`src/rtl/vga_timing_gen_pkg.sv`:
```
// Shared timing constants and types for the VGA raster timing generator.
// Defaults describe 640x480@60 with a 25 MHz pixel tick.
package vga_timing_gen_pkg;

    // Raster counters are 12 bits wide, so neither total may exceed 4096.
    localparam int COUNT_W   = 12;
    localparam int MAX_TOTAL = 1 << COUNT_W;

    // Default horizontal timing, in pixel ticks.
    localparam int DEF_H_ACTIVE = 640;
    localparam int DEF_H_FP     = 16;
    localparam int DEF_H_SYNC   = 96;
    localparam int DEF_H_BP     = 48;
    localparam int DEF_H_TOTAL  = DEF_H_ACTIVE + DEF_H_FP + DEF_H_SYNC + DEF_H_BP;

    // Default vertical timing, in lines.
    localparam int DEF_V_ACTIVE = 480;
    localparam int DEF_V_FP     = 10;
    localparam int DEF_V_SYNC   = 2;
    localparam int DEF_V_BP     = 33;
    localparam int DEF_V_TOTAL  = DEF_V_ACTIVE + DEF_V_FP + DEF_V_SYNC + DEF_V_BP;

    // Default sync windows: [start, end) in counter units.
    localparam int DEF_HS_START = DEF_H_ACTIVE + DEF_H_FP;
    localparam int DEF_HS_END   = DEF_HS_START + DEF_H_SYNC;
    localparam int DEF_VS_START = DEF_V_ACTIVE + DEF_V_FP;
    localparam int DEF_VS_END   = DEF_VS_START + DEF_V_SYNC;

    typedef logic [COUNT_W-1:0] count_t;

    // Bundle of the three timing flags that travel through the delay line.
    typedef struct packed {
        logic video_on;
        logic horiz_sync;
        logic vert_sync;
    } sync_bus_t;

    // True when x lies in the half-open window [lo, hi).
    function automatic logic in_window(input count_t x, input int lo, input int hi);
        return (int'(x) >= lo) && (int'(x) < hi);
    endfunction

endpackage

```
`src/rtl/vga_timing_gen_if.sv`:
```
// Raster timing bus between the timing generator (master) and the colorizer (slave).
// The colorizer supplies the pixel tick; the generator returns position and timing flags.
interface vga_timing_gen_if;
    import vga_timing_gen_pkg::*;

    logic   pix_en;
    count_t pixel_column;
    count_t pixel_row;
    logic   video_on;
    logic   horiz_sync;
    logic   vert_sync;
    logic   line_start;
    logic   frame_start;

    modport master (
        input  pix_en,
        output pixel_column, pixel_row,
        output video_on, horiz_sync, vert_sync,
        output line_start, frame_start
    );

    modport slave (
        output pix_en,
        input  pixel_column, pixel_row,
        input  video_on, horiz_sync, vert_sync,
        input  line_start, frame_start
    );

endinterface

```
`src/rtl/vga_timing_gen_sync_delay_line.sv`:
```
// Enable-gated shift register that delays the timing flags so they line up
// with RGB coming out of the map/icon lookup. Depth 0 degenerates to a wire.
module sync_delay_line #(
    parameter int               WIDTH     = 3,
    parameter int               DEPTH     = 1,
    parameter logic [WIDTH-1:0] RESET_VAL = '0
) (
    input  logic             clk,
    input  logic             rst_n,
    input  logic             en,
    input  logic [WIDTH-1:0] din,
    output logic [WIDTH-1:0] dout
);

    if (DEPTH == 0) begin : g_wire
        // No storage: clock, reset and enable are intentionally unused here.
        logic unused_ctrl;
        assign unused_ctrl = ^{clk, rst_n, en};
        assign dout        = din;
    end else begin : g_pipe
        logic [WIDTH-1:0] stage_p [DEPTH];

        // Shift one position per pixel tick; reset loads the idle pattern everywhere.
        always_ff @(posedge clk) begin
            if (!rst_n) begin
                for (int i = 0; i < DEPTH; i++) begin
                    stage_p[i] <= RESET_VAL;
                end
            end else if (en) begin
                stage_p[0] <= din;
                for (int i = 1; i < DEPTH; i++) begin
                    stage_p[i] <= stage_p[i-1];
                end
            end
        end

        assign dout = stage_p[DEPTH-1];
    end

endmodule

```
`src/rtl/vga_timing_gen.sv`:
```
// Raster timing generator: owns the horizontal/vertical pixel counters, decodes
// video_on and the two syncs, and delays those flags by PIPE_DLY pixel ticks so
// they stay aligned with the registered RGB from the colorizer's lookups.
// pixel_column/pixel_row are undelayed so the lookup can start immediately.
module vga_timing_gen
    import vga_timing_gen_pkg::*;
#(
    parameter int H_ACTIVE = DEF_H_ACTIVE,
    parameter int H_FP     = DEF_H_FP,
    parameter int H_SYNC   = DEF_H_SYNC,
    parameter int H_BP     = DEF_H_BP,
    parameter int V_ACTIVE = DEF_V_ACTIVE,
    parameter int V_FP     = DEF_V_FP,
    parameter int V_SYNC   = DEF_V_SYNC,
    parameter int V_BP     = DEF_V_BP,
    parameter bit SYNC_POL = 1'b0,
    parameter int PIPE_DLY = 1
) (
    input  logic clk,
    input  logic rst_n,
    vga_timing_gen_if.master vga
);

    localparam int H_TOTAL  = H_ACTIVE + H_FP + H_SYNC + H_BP;
    localparam int V_TOTAL  = V_ACTIVE + V_FP + V_SYNC + V_BP;
    localparam int HS_START = H_ACTIVE + H_FP;
    localparam int HS_END   = HS_START + H_SYNC;
    localparam int VS_START = V_ACTIVE + V_FP;
    localparam int VS_END   = VS_START + V_SYNC;

    localparam count_t H_LAST = count_t'(H_TOTAL - 1);
    localparam count_t V_LAST = count_t'(V_TOTAL - 1);

    // Pattern held by the flag registers during reset and blanking start-up.
    localparam sync_bus_t IDLE = '{video_on: 1'b0, horiz_sync: ~SYNC_POL, vert_sync: ~SYNC_POL};

    if (H_TOTAL > MAX_TOTAL || V_TOTAL > MAX_TOTAL) begin : g_total_check
        $error("vga_timing_gen: H_TOTAL/V_TOTAL exceed the 12-bit counter range");
    end

    if (PIPE_DLY < 0 || PIPE_DLY > 4) begin : g_dly_check
        $error("vga_timing_gen: PIPE_DLY must be within 0..4");
    end

    count_t    h;
    count_t    v;
    count_t    h_next;
    count_t    v_next;
    sync_bus_t raw;
    sync_bus_t dec_p0;
    sync_bus_t dly_out;
    logic      line_start_q;
    logic      frame_start_q;

    // Next raster position: wrap the column at the end of a line, the row at the end of a frame.
    always_comb begin
        h_next = h + count_t'(1);
        v_next = v;
        if (h == H_LAST) begin
            h_next = '0;
            v_next = (v == V_LAST) ? '0 : v + count_t'(1);
        end
    end

    // Decode from the position the counters are about to take, so the flags register alongside it.
    assign raw = '{
        video_on:   in_window(h_next, 0, H_ACTIVE) && in_window(v_next, 0, V_ACTIVE),
        horiz_sync: in_window(h_next, HS_START, HS_END) ? SYNC_POL : ~SYNC_POL,
        vert_sync:  in_window(v_next, VS_START, VS_END) ? SYNC_POL : ~SYNC_POL
    };

    // Counters, decoded flags and start pulses advance only on a pixel tick.
    always_ff @(posedge clk) begin
        if (!rst_n) begin
            h             <= '0;
            v             <= '0;
            dec_p0        <= IDLE;
            line_start_q  <= 1'b0;
            frame_start_q <= 1'b0;
        end else begin
            line_start_q  <= 1'b0;
            frame_start_q <= 1'b0;
            if (vga.pix_en) begin
                h             <= h_next;
                v             <= v_next;
                dec_p0        <= raw;
                line_start_q  <= (h_next == '0);
                frame_start_q <= (h_next == '0) && (v_next == '0);
            end
        end
    end

    // Align the flags with the colorizer's lookup latency.
    sync_delay_line #(
        .WIDTH     (3),
        .DEPTH     (PIPE_DLY),
        .RESET_VAL (IDLE)
    ) u_sync_delay (
        .clk   (clk),
        .rst_n (rst_n),
        .en    (vga.pix_en),
        .din   (dec_p0),
        .dout  (dly_out)
    );

    assign vga.pixel_column = h;
    assign vga.pixel_row    = v;
    assign vga.video_on     = dly_out.video_on;
    assign vga.horiz_sync   = dly_out.horiz_sync;
    assign vga.vert_sync    = dly_out.vert_sync;
    assign vga.line_start   = line_start_q;
    assign vga.frame_start  = frame_start_q;

endmodule

```
`src/flat_wrapper.sv`:
```
// flat-port wrapper written by rule: the top's interface ports become plain ports
module vga_timing_gen_flat import vga_timing_gen_pkg::*;
#(
    parameter int H_ACTIVE = DEF_H_ACTIVE,
    parameter int H_FP     = DEF_H_FP,
    parameter int H_SYNC   = DEF_H_SYNC,
    parameter int H_BP     = DEF_H_BP,
    parameter int V_ACTIVE = DEF_V_ACTIVE,
    parameter int V_FP     = DEF_V_FP,
    parameter int V_SYNC   = DEF_V_SYNC,
    parameter int V_BP     = DEF_V_BP,
    parameter bit SYNC_POL = 1'b0,
    parameter int PIPE_DLY = 1
)
  (clk, rst_n, vga_pix_en, vga_pixel_column, vga_pixel_row, vga_video_on, vga_horiz_sync, vga_vert_sync, vga_line_start, vga_frame_start);
  vga_timing_gen_if vga_i ();
  input  logic clk;
  input  logic rst_n;
  input wire logic [$bits(vga_i.pix_en)-1:0] vga_pix_en;
  output wire logic [$bits(vga_i.pixel_column)-1:0] vga_pixel_column;
  output wire logic [$bits(vga_i.pixel_row)-1:0] vga_pixel_row;
  output wire logic [$bits(vga_i.video_on)-1:0] vga_video_on;
  output wire logic [$bits(vga_i.horiz_sync)-1:0] vga_horiz_sync;
  output wire logic [$bits(vga_i.vert_sync)-1:0] vga_vert_sync;
  output wire logic [$bits(vga_i.line_start)-1:0] vga_line_start;
  output wire logic [$bits(vga_i.frame_start)-1:0] vga_frame_start;
  assign vga_i.pix_en = vga_pix_en;
  assign vga_pixel_column = vga_i.pixel_column;
  assign vga_pixel_row = vga_i.pixel_row;
  assign vga_video_on = vga_i.video_on;
  assign vga_horiz_sync = vga_i.horiz_sync;
  assign vga_vert_sync = vga_i.vert_sync;
  assign vga_line_start = vga_i.line_start;
  assign vga_frame_start = vga_i.frame_start;
  vga_timing_gen #(.H_ACTIVE(H_ACTIVE), .H_FP(H_FP), .H_SYNC(H_SYNC), .H_BP(H_BP), .V_ACTIVE(V_ACTIVE), .V_FP(V_FP), .V_SYNC(V_SYNC), .V_BP(V_BP), .SYNC_POL(SYNC_POL), .PIPE_DLY(PIPE_DLY)) u_core (.clk(clk), .rst_n(rst_n), .vga(vga_i));
endmodule
```
`config.mk`:
```
export PLATFORM = sky130hd
export DESIGN_NAME = vga_timing_gen_flat
export DESIGN_NICKNAME = d
export VERILOG_FILES = /design/src/rtl/vga_timing_gen_pkg.sv /design/src/rtl/vga_timing_gen_if.sv /design/src/rtl/vga_timing_gen_sync_delay_line.sv /design/src/rtl/vga_timing_gen.sv /design/src/flat_wrapper.sv
export SDC_FILE = /design/constraint.sdc
export NUM_CORES = 1
export LEC_CHECK = 0
export CELL_PAD_IN_SITES_DETAIL_PLACEMENT = 1
export CELL_PAD_IN_SITES_GLOBAL_PLACEMENT = 2
export CORE_ASPECT_RATIO = 0.7
export CORE_MARGIN = 3
export CORE_UTILIZATION = 34
export DETAILED_ROUTE_END_ITERATION = 12
export PLACE_DENSITY_LB_ADDON = 0.15
export SLEW_MARGIN = 10
export SYNTH_ARGS = -nofsm -noshare
export SYNTH_HDL_FRONTEND = slang
export SYNTH_SLANG_ARGS = --single-unit
export TNS_END_PERCENT = 30
```
`constraint.sdc`:
```
create_clock -name clk -period 5.1 [get_ports clk]
set_input_delay 0.765 -clock clk [delete_from_list [all_inputs] [get_ports clk]]
set_output_delay 0.765 -clock clk [all_outputs]
set_load 0.03 [all_outputs]
```
Yosys cells after proc, flatten, opt, wreduce, memory -nomap -nowiden

Memories as Yosys holds them, arrays and structs flattened.
Cells that the tools add are included.

Output and inout port bits: 29
Flip-flop bits (word level): 29
Input port bits: 3
Bits in writable memories: 3
Memories: 1
Word-level logic and storage cells: 37

Equality and inequality tests: 2
Order comparisons: 6
$add $sub $neg: 2
Mux-type cells: 11
Reductions and logical operators: 8

Memory list:

| memory                             | words | bits a word | rd ports | clocked after Yosys merged registers in | wr ports | line                                 | text |
|---|---|---|---|---|---|---|---|
| u_core.u_sync_delay.g_pipe.stage_p | 1     | 3           | 1        | 0                                       | 1        | vga_timing_gen_sync_delay_line.sv:21 | `logic [WIDTH-1:0] stage_p [DEPTH];` |

Operator list:

| cell                    | number |
|---|---|
| $mux W12                | 3 |
| $add A12 B1 Y12 const B | 2 |
| $eq A12 B10 Y1 const B  | 2 |
| $logic_not A12 Y1       | 2 |
| $lt A12 B10 Y1 const B  | 2 |
| $lt A12 B9 Y1 const B   | 2 |
| $ge A12 B10 Y1 const B  | 1 |
| $ge A12 B9 Y1 const B   | 1 |
| $mux W1                 | 7 |
| $logic_and A1 B1 Y1     | 4 |
| $mux W3                 | 1 |
| $reduce_or A3 Y1        | 1 |
| $reduce_and A2 Y1       | 1 |

Logic depth before layout (Yosys ltp)

Depth in word-level cells: 6
Mapped depth: 9
Depth with buffers taken out: 8

By module

A second synthesis with hierarchy kept.

Cell total of the unflattened synthesis: 283
Area total of the unflattened synthesis: 2149.6 µm²

By module, submodules not included:

| module          | area each (µm²) | seq. area each (µm²) | cells each | times used |
|---|---|---|---|---|
| vga_timing_gen  | 2031.9          | 580.6                | 276        | 1 |
| sync_delay_line | 117.6           | 90.1                 | 7          | 1 |

Worst setup path after synthesis

Ideal clock, no wire load.

Path type: register to register
Start: register u_core.h[0] (netlist: u_core.vga.pixel_column[0])
End: register u_core.v[10] (netlist: u_core.vga.pixel_row[10])
Library setup time: 0.115 ns
Period minus slack after synthesis: 2.629 ns
Buffers on the path: 1
Required time: 4.985 ns
Data arrival time: 2.515 ns
Cell stages (with the launch flop): 9
Path slack: 2.471 ns
Cells stage by stage: dfxtp_1 ha_1 nand4_2 or4_1 buf_2 or4_4 a21oi_2 nor2_1 o21a_1

Cells in the longest elaborated chain, start to end: 2

RTL lines:

| what                     | line                 | text |
|---|---|---|
| start: declaration       | vga_timing_gen.sv:45 | `count_t h;` |
| start signal: assignment | vga_timing_gen.sv:84 | `h <= h_next;` |
| $eq A12 B10 Y1           | vga_timing_gen.sv:59 | `if (h == H_LAST) begin` |
| $mux W12                 | vga_timing_gen.sv:59 |  |
| end signal: assignment   | vga_timing_gen.sv:85 | `v <= v_next;` |
| end: declaration         | vga_timing_gen.sv:46 | `count_t v;` |

Every way passes these cells.
A chain may end at the register's enable or synchronous reset.

Final worst setup path

Start: register u_core.h[0] (netlist: u_core.vga.pixel_column[0])
End: register u_core.dec_p0[0] in the netlist's numbering

Cells in the longest elaborated chain, start to end: 5
Elaborated cells on any way between the ends: 6
Those cells by class: order compare (2); eq/ne (1); mux (2); reduce/logical (1)

RTL lines:

| what                                                  | line                     | text |
|---|---|---|
| $eq A12 B10 Y1 (*)                                    | vga_timing_gen.sv:59     |  |
| $mux W12 (*)                                          | vga_timing_gen.sv:59     |  |
| $ge A12 B9 Y1 / $lt A12 B9 Y1 (equally long branches) | vga_timing_gen_pkg.sv:40 | `return (int'(x) >= lo) && (int'(x) < hi);` |
| $logic_and A1 B1 Y1 (*)                               | vga_timing_gen_pkg.sv:40 |  |
| $mux W1 (*)                                           | vga_timing_gen.sv:69     | `vert_sync: in_window(v_next, VS_START, VS_END) ? SYNC_POL : ~SYNC_POL` |
| end signal: assignment                                | vga_timing_gen.sv:86     | `dec_p0 <= raw;` |
| end: declaration                                      | vga_timing_gen.sv:50     | `sync_bus_t dec_p0;` |

Mark *: on every way between the ends. The rest lies on a longest branch, timed or not.

==> flow_summary.ini <==
[setup_path]
cpLargestDelayFamily = simple AND/OR/NAND/NOR gates
critPathBufInv = 1
start_kind = flip-flop
worstSetupPathType = flip-flop to flip-flop
cp_max_fo = 15
arrival_ns = 3.24
max_stage_delay_ns = 0.49
crit_path_end_kind = flip-flop
cpMaxStageDelayCell = dfxtp_1
worst-endpoint-required_ns = 5.28
crit_path_cell_trace = ha_1 -> nand4_2 -> nor4_4 -> buf_4 -> nand4_1 -> xor2_1 -> o31a_1 -> o32a_1

[power_and_ir_drop]
pwr-share-seq_pct = 47.8
vdd_drop_max_mv = 0.119
pwr-share-comb_pct = 7.6
power_density_mw_per_mm2 = 212
leakage_uw = 0.000854
switching_share_pct = 24.8
power.net_switching_uw = 138
pwr-share-clk_pct = 44.7
total_power_uw = 556
cellInternalPower_uw = 418

[synth]
yosysUniqueCellTypes = 58
synth_edf_count = 3
async_reset_ff_share_pct = 0
synth.most_common_cell = dfxtp_1
ys.flop_type = dfxtp_1
ys_seq_area_share_pct = 30.5
synth_commonest_cells = dfxtp_1, nand2_1, nor3_1, o21ai_0, nor2_1
yosysTopAreaCellShare_pct = 26.4
syn_avg_cell_area_um2 = 7.93
ys.warnings.count = 0
synth_fp_nets = 283
syn_area_mm2 = 0.00220
ys_ff_latch = 32
synth_top_cells_by_area = dfxtp_1, nor3_1, edfxtp_1
synth_area_leader_cell = dfxtp_1
synth_cells = 277

[routing]
ant_nets = 0
drt_iter0_drc = 172
vias_per_cell = 5.64
wirelength_um = 6880
num_vias = 2092
drc = 0
dr.pass1.iters = 4
wl_per_cell_um = 18.6

[final_layout]
drive_above_1_share_pct = 7.43
area_delta_synth_final_pct = 19.5
diodes = 0
final_cells = 371
layout.nets = 301
multi_input_area_mm2 = 0.00139
regArea_um2 = 671
n_fill_cell = 723

[sta]
hold_viol_final = 0
fmax_mhz = 327
whs_ns = 0.486
tightest_slew_ns = 0.955
setup_tns_ns = 0
period_needed_ns = 3.06
fin_worst_skew_ns = 0.00224
fin_crit_sh_pct = 60.0
max_slew_margin_pct = 36.1
final_max_slew_viol_count = 0
rsz0062_at_grt = false
setup_viol = 0

[floorplanning]
die-area_mm2 = 0.00747
die_x_um = 102
num_rows = 23
coreArea_mm2 = 0.00599
die_h_um = 73.2
initial_core_util_pct = 36.7
io_pins = 32

[grt]
grt_start_max_net_pins = 27
grt_util_all_layers_pct = 19.3
antenna_found_initial = 0
grt_pass1_wl_um = 11100
grt_pass1_vias = 2031
grt_overflow = 0

[clocking]
h-tree-depth = 2
ctsResizeCount = 0
cts_sinks = 32
path_clk_slew_ns = 0.07
cts-root-buf = clkbuf_8
postCtsSetupBuffers = 0
tritoncts = built
clockBufferDepth = 2
cts-hold-fix-buffers = 0
numCtsBuffers = 5
clk_latency_ns = 0.29

[outcome]
status = finished clean

[run]
max_cap_violations = 0

[placement]
dpl.hpwl_um = 5050
routabilityCongestion = 0.792
port_buffers = 31
dpl.cell_count = 363

[min_path]
hp-class = flip-flop to flip-flop
through the flow:
stage / setup slack [ns] / util [%] / area [um2]
after floorplan: 2.47 / - / 2200
after global placement: 2.00 / 42.0 / 2510
after detailed placement: 1.83 / 42.0 / 2510
after CTS: 2.10 / 43.9 / 2630
after global routing: 1.80 / 43.9 / 2630
final: 2.04 / 43.9 / 2630
final timing paths:
check / startpoint / endpoint / slack (ns) / depth (start not counted)
hold reg to reg: u_core.dec_p0[2] / u_core.dec_p0[2] / 0.49 / 1
hold / removal: u_core.dec_p0[2] / u_core.dec_p0[2] / 0.49 / 1
setup reg to reg: u_core.vga.pixel_column[0] / u_core.dec_p0[0] / 2.04 / 8
setup / recovery: u_core.vga.pixel_column[0] / u_core.dec_p0[0] / 2.04 / 8
cells in the final DEF (no fill, tap or decap), types with 4 or more instances in the layout:
cell / instances
nor2b_1: 10
nand3_1: 10
a21boi_0: 4
nor3b_1: 4
xnor2_1: 10
and2_1: 9
nand2_1: 24
or2_2: 5
inv_1: 10
clkdlybuf4s50_1: 31
nand4_1: 10
nor3_1: 19
o21ai_0: 16
xor2_1: 5
a21oi_1: 10
clkbuf_8: 5
and3_1: 6
dfxtp_1: 29
nor2_1: 14
per-layer routing:
metal	vias up	part of all wire [%]	routed length (um)	GRT usage [%]
li1	1045	-	-	-
met1	1013	57	3940	30.4
met2	30	39	2680	25.5
met3	4	3.1	216	5.35
met4	0	0.77	53	4.37
met5	-	0	0	0
sequential cells by signal (all words and copies together) (netlist names):
register,flops
u_core.vga.frame_start,1
u_core.vga.pixel_row,12
u_core.vga.line_start,1
u_core.vga.pixel_column,12
u_core.dec_p0,3
u_core.u_sync_delay.g_pipe.stage_p,3
cell families after synthesis:
kind of cell,after synthesis,share of synthesized area [%]
AND/OR/NAND/NOR,132,35.3
AO/OA/AOI/OAI,61,19.1
flip-flops,32,30.5
buffers and inverters,31,5.98
XOR/XNOR,15,5.98
multiplexers,3,1.37
adder cells (fa/ha/maj),3,1.71
power groups by stage:
stage | combinational, uW | sequential, uW | clock [uW]
after global placement | 42.0 | 271 | 0
final | 42.2 | 266 | 248
after CTS | 42.5 | 266 | 257
after detailed placement | 42.3 | 271 | 0
after floorplan | 21.5 | 275 | 0
after global routing | 46.6 | 266 | 271
cell type report:
cell class	count	share of cell area, %
clock inverters	3	1.62
well taps	75	3.57
multi-input cells	214	53.1
clock buffers	5	2.62
flip-flops and latches	32	25.5
repair buffers	32	12.1
inverters	10	1.43
(Power assumes the default switching activity.)
